<file path="src/rtl/forward_unit_pkg.sv">
// Shared CPU constants for the forwarding logic: register width, the
// operand-select encodings and the hardwired-zero register.
package forward_unit_pkg;

    localparam int REG_W = 4;

    localparam logic [1:0] FWD_RF = 2'b00;
    localparam logic [1:0] FWD_MW = 2'b01;
    localparam logic [1:0] FWD_XM = 2'b10;

    localparam logic [REG_W-1:0] R0 = '0;

endpackage

</file>
<file path="src/rtl/forward_unit_reg_match.sv">
// Producer/consumer register match: true when an enabled producer writes a
// nonzero register that the consumer reads.
module reg_match #(
    parameter int REG_W = 4
) (
    input  logic             producer_we,
    input  logic [REG_W-1:0] producer_rd,
    input  logic [REG_W-1:0] consumer_rs,
    output logic             hit
);

    // R0 is hardwired to zero, so writes to it are never forwarded
    assign hit = producer_we && (producer_rd != '0) && (producer_rd == consumer_rs);

endmodule

</file>
<file path="src/rtl/forward_unit.sv">
// Forwarding control: selects ALU operand sources and MEM-to-MEM store data
// from the EX/MEM and MEM/WB producers, optionally registered.
module forward_unit
    import forward_unit_pkg::*;
#(
    parameter int REG_W   = forward_unit_pkg::REG_W,
    parameter bit REG_OUT = 1'b0
) (
    input  logic             clk,
    input  logic             rst,
    input  logic             xm_regwrite,
    input  logic             mw_regwrite,
    input  logic             xm_memread,
    input  logic [REG_W-1:0] xm_rd,
    input  logic [REG_W-1:0] xm_rt,
    input  logic [REG_W-1:0] mw_rd,
    input  logic [REG_W-1:0] dx_rs,
    input  logic [REG_W-1:0] dx_rt,
    output logic [1:0]       forwarda,
    output logic [1:0]       forwardb,
    output logic             forwardmm
);

    logic       ex_we;
    logic       ex_hit_a, ex_hit_b, wb_hit_a, wb_hit_b, wb_hit_mm;
    logic [1:0] fwd_a_comb, fwd_b_comb;
    logic [1:0] fwd_a_q, fwd_b_q;
    logic       fwd_mm_q;

    // A load result is not ready in EX/MEM; the hazard unit stalls instead
    assign ex_we = xm_regwrite & ~xm_memread;

    reg_match #(.REG_W(REG_W)) u_ex_a (
        .producer_we (ex_we),       .producer_rd (xm_rd),
        .consumer_rs (dx_rs),       .hit         (ex_hit_a)
    );
    reg_match #(.REG_W(REG_W)) u_ex_b (
        .producer_we (ex_we),       .producer_rd (xm_rd),
        .consumer_rs (dx_rt),       .hit         (ex_hit_b)
    );
    reg_match #(.REG_W(REG_W)) u_wb_a (
        .producer_we (mw_regwrite), .producer_rd (mw_rd),
        .consumer_rs (dx_rs),       .hit         (wb_hit_a)
    );
    reg_match #(.REG_W(REG_W)) u_wb_b (
        .producer_we (mw_regwrite), .producer_rd (mw_rd),
        .consumer_rs (dx_rt),       .hit         (wb_hit_b)
    );
    reg_match #(.REG_W(REG_W)) u_wb_mm (
        .producer_we (mw_regwrite), .producer_rd (mw_rd),
        .consumer_rs (xm_rt),       .hit         (wb_hit_mm)
    );

    always_comb begin
        fwd_a_comb = FWD_RF;
        fwd_b_comb = FWD_RF;
        // EX/MEM is the youngest producer, so it wins over MEM/WB
        if (ex_hit_a)      fwd_a_comb = FWD_XM;
        else if (wb_hit_a) fwd_a_comb = FWD_MW;
        if (ex_hit_b)      fwd_b_comb = FWD_XM;
        else if (wb_hit_b) fwd_b_comb = FWD_MW;
    end

    always_ff @(posedge clk or negedge rst) begin
        if (!rst) begin
            fwd_a_q  <= FWD_RF;
            fwd_b_q  <= FWD_RF;
            fwd_mm_q <= 1'b0;
        end else begin
            fwd_a_q  <= fwd_a_comb;
            fwd_b_q  <= fwd_b_comb;
            fwd_mm_q <= wb_hit_mm;
        end
    end

    // With REG_OUT=0 the flops have no load and are trimmed away
    assign forwarda  = REG_OUT ? fwd_a_q  : fwd_a_comb;
    assign forwardb  = REG_OUT ? fwd_b_q  : fwd_b_comb;
    assign forwardmm = REG_OUT ? fwd_mm_q : wb_hit_mm;

endmodule

</file>
<file path="config.mk">
export PLATFORM = sky130hd
export DESIGN_NAME = forward_unit
export DESIGN_NICKNAME = d
export VERILOG_FILES = /design/src/rtl/forward_unit_pkg.sv /design/src/rtl/forward_unit_reg_match.sv /design/src/rtl/forward_unit.sv
export SDC_FILE = /design/constraint.sdc
export NUM_CORES = 1
export LEC_CHECK = 0
export CELL_PAD_IN_SITES_DETAIL_PLACEMENT = 0
export CELL_PAD_IN_SITES_GLOBAL_PLACEMENT = 1
export CORE_MARGIN = 3
export CORE_UTILIZATION = 21
export DETAILED_ROUTE_END_ITERATION = 12
export PLACE_DENSITY = 0.89
export SKIP_LAST_GASP = 1
export SYNTH_ARGS = -nofsm -noshare
export SYNTH_HDL_FRONTEND = slang
export SYNTH_HIERARCHICAL = 1
export SYNTH_SLANG_ARGS = --single-unit
</file>
<file path="constraint.sdc">
create_clock -name vclk -period 1.3
set_input_delay 0.195 -clock vclk [all_inputs]
set_output_delay 0.195 -clock vclk [all_outputs]
set_load 0.01 [all_outputs]
</file>
==> results of run 1 <==
[critical path, cell delays in order]
cell and delay, ns:
buf_8 0.10, buf_6 0.11, xnor2_2 0.13, nand4_1 0.16
a21oi_4 0.16, buf_6 0.12, nor2b_4 0.03, buf_6 0.11
[synthesized netlist by cell type]
cell     count  share of area, %
buf_4        2               4.4
nand4_1      5               9.3
xnor2_1     15                39
nor2b_4      3                12
or3_1        5               9.3
nor3_1       5               7.4
a21oi_2      5                13
nand2_1      5               5.6
[area by class of cell]
type | count | area, um^2
fill | 133 | 636
multi-input combinational | 43 | 408
tap | 15 | 18.8
timing repair buffer | 42 | 337
[placed cells by master (no fill, tap or decap)]
cell type,netlist,final
nor3_2,0,1
dlygate4sd2_1,0,5
clkbuf_2,0,5
nor3_1,5,4
clkdlybuf4s15_1,0,2
nand2_1,5,5
buf_8,0,1
xnor2_1,15,6
or3_4,0,1
nand4_1,5,5
buf_6,0,10
or3_1,5,4
buf_4,2,10
a21oi_4,0,1
xnor2_2,0,9
buf_2,0,9
nor2b_4,3,3
a21oi_2,5,4
[power by group through the flow]
| stage | combinational (mW) | sequential (mW) | clock [mW] |
|---|---|---|---|
| 6_report | 0.224 | 0 | 0 |
| 5_1_grt | 0.242 | 0 | 0 |
| 4_1_cts | 0.203 | 0 | 0 |
| 3_5_place_dp | 0.209 | 0 | 0 |
| 3_3_place_gp | 0.205 | 0 | 0 |
| 2_1_floorplan | 0.0716 | 0 | 0 |
[through the flow]
stage,setup slack (ns),std cells,power (mW)
after floorplan,0.201,45,0.0716
after global placement,-0.816,99,0.205
after detailed placement,-0.819,99,0.209
after CTS,-0.00989,100,0.203
after global routing,-0.0739,100,0.242
final,-0.0104,100,0.224
[logic make-up after synthesis]
group | count (synthesis)
AO/OA/AOI/OAI | 5
XOR/XNOR | 15
buffers and inverters | 2
AND/OR/NAND/NOR | 23
[per-layer routing]
layer,up-vias,routed length [um]
met5,-,0
met4,0,0
met3,0,70
met2,12,620
met1,210,472
li1,240,-
[repair_timing]
| action | CTS | global route |
|---|---|---|
| pin swaps | 20 | 13 |
| gates cloned | 0 | 0 |
| resized for setup | 91 | 23 |
| buffers inserted | 1 | 0 |
| setup endpoints to repair | 5 | 5 |
[final timing paths]
check	to	startpoint
worst min-delay path	forwarda[1]	xm_rd[0]
worst max-delay path	forwarda[0]	xm_rd[1]
==> results.ini, run 1 <==
[outcome]
status = finished with violations
violations = setup timing

[timing]
setup_tns_ns = -0.0104
postLayoutSetupSlackWorst_ns = -0.0104
maxSlewHeadroom_pct = 88.1
max_freq_ghz = 0.763
hold_slack_ns = 0.760
fin_crit_ns = 1.31
rsz0062_at_grt = yes
worstMarginPinSlew_ns = 0.179
hold_viol_final = 0
finalCritPeriodShare_pct = 101
maxSlewViolCount = 0
final-setup-viol-count = 1

[route]
post_drt_wl_per_cell_um = 11.6
wl_um = 1160
dr.pass1.iters = 4
ant_nets = 0
vias_per_cell = 4.62
vias = 462
drc = 0
drtIter0Drc = 4

[yosys]
avgSynthCellArea_um2 = 7.51
ys.warnings.count = 6
synth_fa_ha_area_share_pct = 0
seq_area_frac_synth_pct = 0
synth_simple_gate_area_share_pct = 43.7
synthCells = 45
synth_area_um2 = 338
syn_nets = 70
synth_compound_area_share_pct = 13.0
synthDistinctLibCells = 8
synth_top_family_by_area = simple AND/OR/NAND/NOR gates
synth.mux.area_fraction_pct = 0
yosys.area_share.xor_xnor_pct = 38.9

[grt]
met2_usage_pct = 20.1
antenna_found_initial = 0
grt_overflow = 0
grt-busiest-layer = met2
grt_pass1_vias = 458
grt.total_usage_pct = 11.6
grt_max_degree = 7
grtUsageMet1_pct = 16.8
grt_use_met3_pct = 0.391
grt_pass1_wl_um = 1920

[die]
fp.dieW_um = 46.1
core-area_um2 = 1400
rows = 13
die-area_um2 = 2130
die_height_um = 46.1
io-pin-count = 30
start_util_pct = 24.2

[cells_and_area]
final_area_um2 = 763
n_antenna_cell = 0
finalCoreUtilization_pct = 54.6
fin_nets = 112
seq_cell_count = 0
clock_buffers = 0
syn_to_final_growth_pct = 126
layout-drive-gt1-share_pct = 63.5
seqCellArea_um2 = 0

[hold_path]
hold_path.class = input port to output port
hold_depth = 4

[pwr]
clkPwrFrac_pct = 0
p_int_uw = 136
p_seq_share_pct = 0
leakage_nw = 0.345
power_density_nw_per_um2 = 293
pwr-share-comb_pct = 100.0
power_switching_share_pct = 39.0
switching_power_uw = 87.2
peakVddDrop_uv = 117

[placement]
io_buffers = 28
dp_hpwl_um = 1000
finalWeightedCongestion = 0.646
placed_area_um2 = 719

[clocking]
postCtsHoldBufs = 0

[worst_setup_path]
setup.worst_path.start_class = input port
critPathCaptureType = output port
critPathKind = input port to output port
crit_path_max_fanout = 4
critPathArrivalTime_ns = 1.12
cp.required_ns = 1.11

[flow_run]
cap_violations = 0

No activity file was read; power rests on OpenSTA's default activity.
==> inputs of run 2 (changes only) <==
--- a/config.mk
+++ b/config.mk
@@ -5,12 +5,14 @@
 export SDC_FILE = /design/constraint.sdc
 export NUM_CORES = 1
 export LEC_CHECK = 0
+export ABC_CLOCK_PERIOD_IN_PS = 1300
 export CELL_PAD_IN_SITES_DETAIL_PLACEMENT = 0
 export CELL_PAD_IN_SITES_GLOBAL_PLACEMENT = 1
-export CORE_MARGIN = 3
+export CORE_MARGIN = 2
 export CORE_UTILIZATION = 21
 export DETAILED_ROUTE_END_ITERATION = 12
 export PLACE_DENSITY = 0.89
+export RECOVER_POWER = 50
 export SKIP_LAST_GASP = 1
 export SYNTH_ARGS = -nofsm -noshare
 export SYNTH_HDL_FRONTEND = slang
==> run 2 against run 1 <==
- the run still ends with setup timing left
- hold slack better by 0.010 ns
- sequential cell count unchanged
- power down 1.1%
- sequential share of layout area unchanged
- cell count down 2.0%
- clock-buffer cell count unchanged
- core utilization down 4.7 points
- routed wire length down 6.4%
- die area down 8.5%
- critical endpoint is now forwardb[0]
- final area down 1.6%
==> results.ini, run 2 (synthesis gave the netlist of run 1 again) <==
[timing]
finalCritPeriodShare_pct = 101
maxSlewViolCount = 0
postLayoutSetupSlackWorst_ns = -0.00834
final-setup-viol-count = 1
worstMarginPinSlew_ns = 0.166
rsz0062_at_grt = yes
max_freq_ghz = 0.764
maxSlewHeadroom_pct = 88.8
fin_crit_ns = 1.31
hold_slack_ns = 0.770
hold_viol_final = 0

[hold_path]
min_to = forwarda[1]
min_from = xm_rd[0]
hold_path.class = input port to output port
hold_depth = 4

[cells_and_area]
syn_to_final_growth_pct = 122
fin_nets = 109
fillers = 144
seq_cell_count = 0
final_common_cell = buf_6
final_area_um2 = 751
final_cell_mix = 12 x buf_6, 10 x xnor2_2, 9 x buf_2
clock_buffers = 0
finalCoreUtilization_pct = 49.8
n_antenna_cell = 0
seqCellArea_um2 = 0
layout-drive-gt1-share_pct = 61.0

[pwr]
switching_power_uw = 85.5
pwr-share-comb_pct = 100.0
leakage_nw = 0.338
p_seq_share_pct = 0
clkPwrFrac_pct = 0
power_density_nw_per_um2 = 294
power_switching_share_pct = 38.7
peakVddDrop_uv = 108
p_int_uw = 136

[route]
drc = 0
ant_nets = 0
drtIter0Drc = 1
vias = 441
wl_um = 1090
post_drt_wl_per_cell_um = 11.1
vias_per_cell = 4.50
dr.pass1.iters = 2

[die]
start_util_pct = 22.4
die-area_um2 = 1950
fp.dieW_um = 44.1
die_height_um = 44.1
io-pin-count = 30
core-area_um2 = 1510
rows = 14

[outcome]
status = finished with violations
violations = setup timing

[placement]
io_buffers = 28
finalWeightedCongestion = 0.726
dp_hpwl_um = 902
placed_area_um2 = 698

[clocking]
postCtsHoldBufs = 0

[worst_setup_path]
cpPeakStageDelay_ns = 0.15
setup.worst_path.start_class = input port
critPathCaptureType = output port
critPathSlowestCell = xnor2_2
crit_top_cell = buf_6
critPathArrivalTime_ns = 1.11
cp.required_ns = 1.11
crit_path_max_fanout = 4
critPathKind = input port to output port
crit_path_cell_trace = buf_2 -> buf_6 -> xnor2_2 -> nand4_1 -> a21oi_2 -> nor2b_4 -> buf_6

[flow_run]
cap_violations = 0

[grt]
grt_pass1_wl_um = 1810
grt_max_degree = 5
grt.total_usage_pct = 11.7
antenna_found_initial = 0
grt_overflow = 0
grt_pass1_vias = 441

## run 2: critical path: cells and delay by family
kind | cells | cell delay [ns]
AO/OA/AOI/OAI | 1 | 0.12
XOR/XNOR | 1 | 0.15
buffers and inverters | 3 | 0.35
AND/OR/NAND/NOR | 2 | 0.29
## run 2: metal layers
layer / routed length [um] / GRT usage [%]
met5: 0 / 0
met1: 457 / 15.7
met3: 75 / 0.816
met4: 0 / 0
met2: 555 / 21.5
## run 2: timing repair
item	4_1_cts	5_1_grt
gates resized for setup	104	10
setup endpoints to repair	5	5
cloned	0	0
pin swaps	18	9
setup buffers	1	0
## run 2: worst max-delay path by stage
stage,startpoint,to,cells past startpoint
final,mw_rd[1],forwardb[0],7
after global routing,xm_rd[2],forwardb[0],8
after CTS,dx_rt[0],forwardb[0],6
after detailed placement,mw_rd[1],forwarda[0],6
after global placement,mw_rd[1],forwarda[0],6
after floorplan,xm_rd[0],forwarda[1],3
## run 2: cell type report
class	instances	area (um^2)	area share, %
timing repair buffer	39	328	43.7
multi-input combinational	43	403	53.7
tap	16	20.0	2.67
## run 2: per-stage QoR
| step | TNS (ns) | setup WS, ns | std cells | total power, mW |
|---|---|---|---|---|
| floorplan | 0 | 0.201 | 45 | 0.0716 |
| global placement | -3.86 | -0.801 | 97 | 0.198 |
| detailed placement | -3.91 | -0.811 | 97 | 0.201 |
| CTS | -0.00983 | -0.00624 | 98 | 0.213 |
| global route | -0.0885 | -0.0366 | 98 | 0.237 |
| finish | -0.00834 | -0.00834 | 98 | 0.221 |
## run 2: power groups by stage
| stage | sequential [mW] | combinational (mW) | clock [mW] |
|---|---|---|---|
| floorplan | 0 | 0.0716 | 0 |
| global route | 0 | 0.237 | 0 |
| global placement | 0 | 0.198 | 0 |
| finish | 0 | 0.221 | 0 |
| detailed placement | 0 | 0.201 | 0 |
| CTS | 0 | 0.213 | 0 |
==> inputs of run 3 (changes only) <==
--- a/config.mk
+++ b/config.mk
@@ -6,13 +6,15 @@
 export NUM_CORES = 1
 export LEC_CHECK = 0
 export ABC_CLOCK_PERIOD_IN_PS = 1300
+export CAP_MARGIN = 5
 export CELL_PAD_IN_SITES_DETAIL_PLACEMENT = 0
 export CELL_PAD_IN_SITES_GLOBAL_PLACEMENT = 1
 export CORE_MARGIN = 2
 export CORE_UTILIZATION = 21
 export DETAILED_ROUTE_END_ITERATION = 12
+export MAX_ROUTING_LAYER = met4
 export PLACE_DENSITY = 0.89
-export RECOVER_POWER = 50
+export RECOVER_POWER = 100
 export SKIP_LAST_GASP = 1
 export SYNTH_ARGS = -nofsm -noshare
 export SYNTH_HDL_FRONTEND = slang
==> results of run 3 <==
No change in the layout: final DEF, timing and power equal those of run 2.
Among the figures that moved: final weighted congestion in routability-driven placement 0.726 -> 0.735; overall routing resource usage 11.7% -> 12.0%
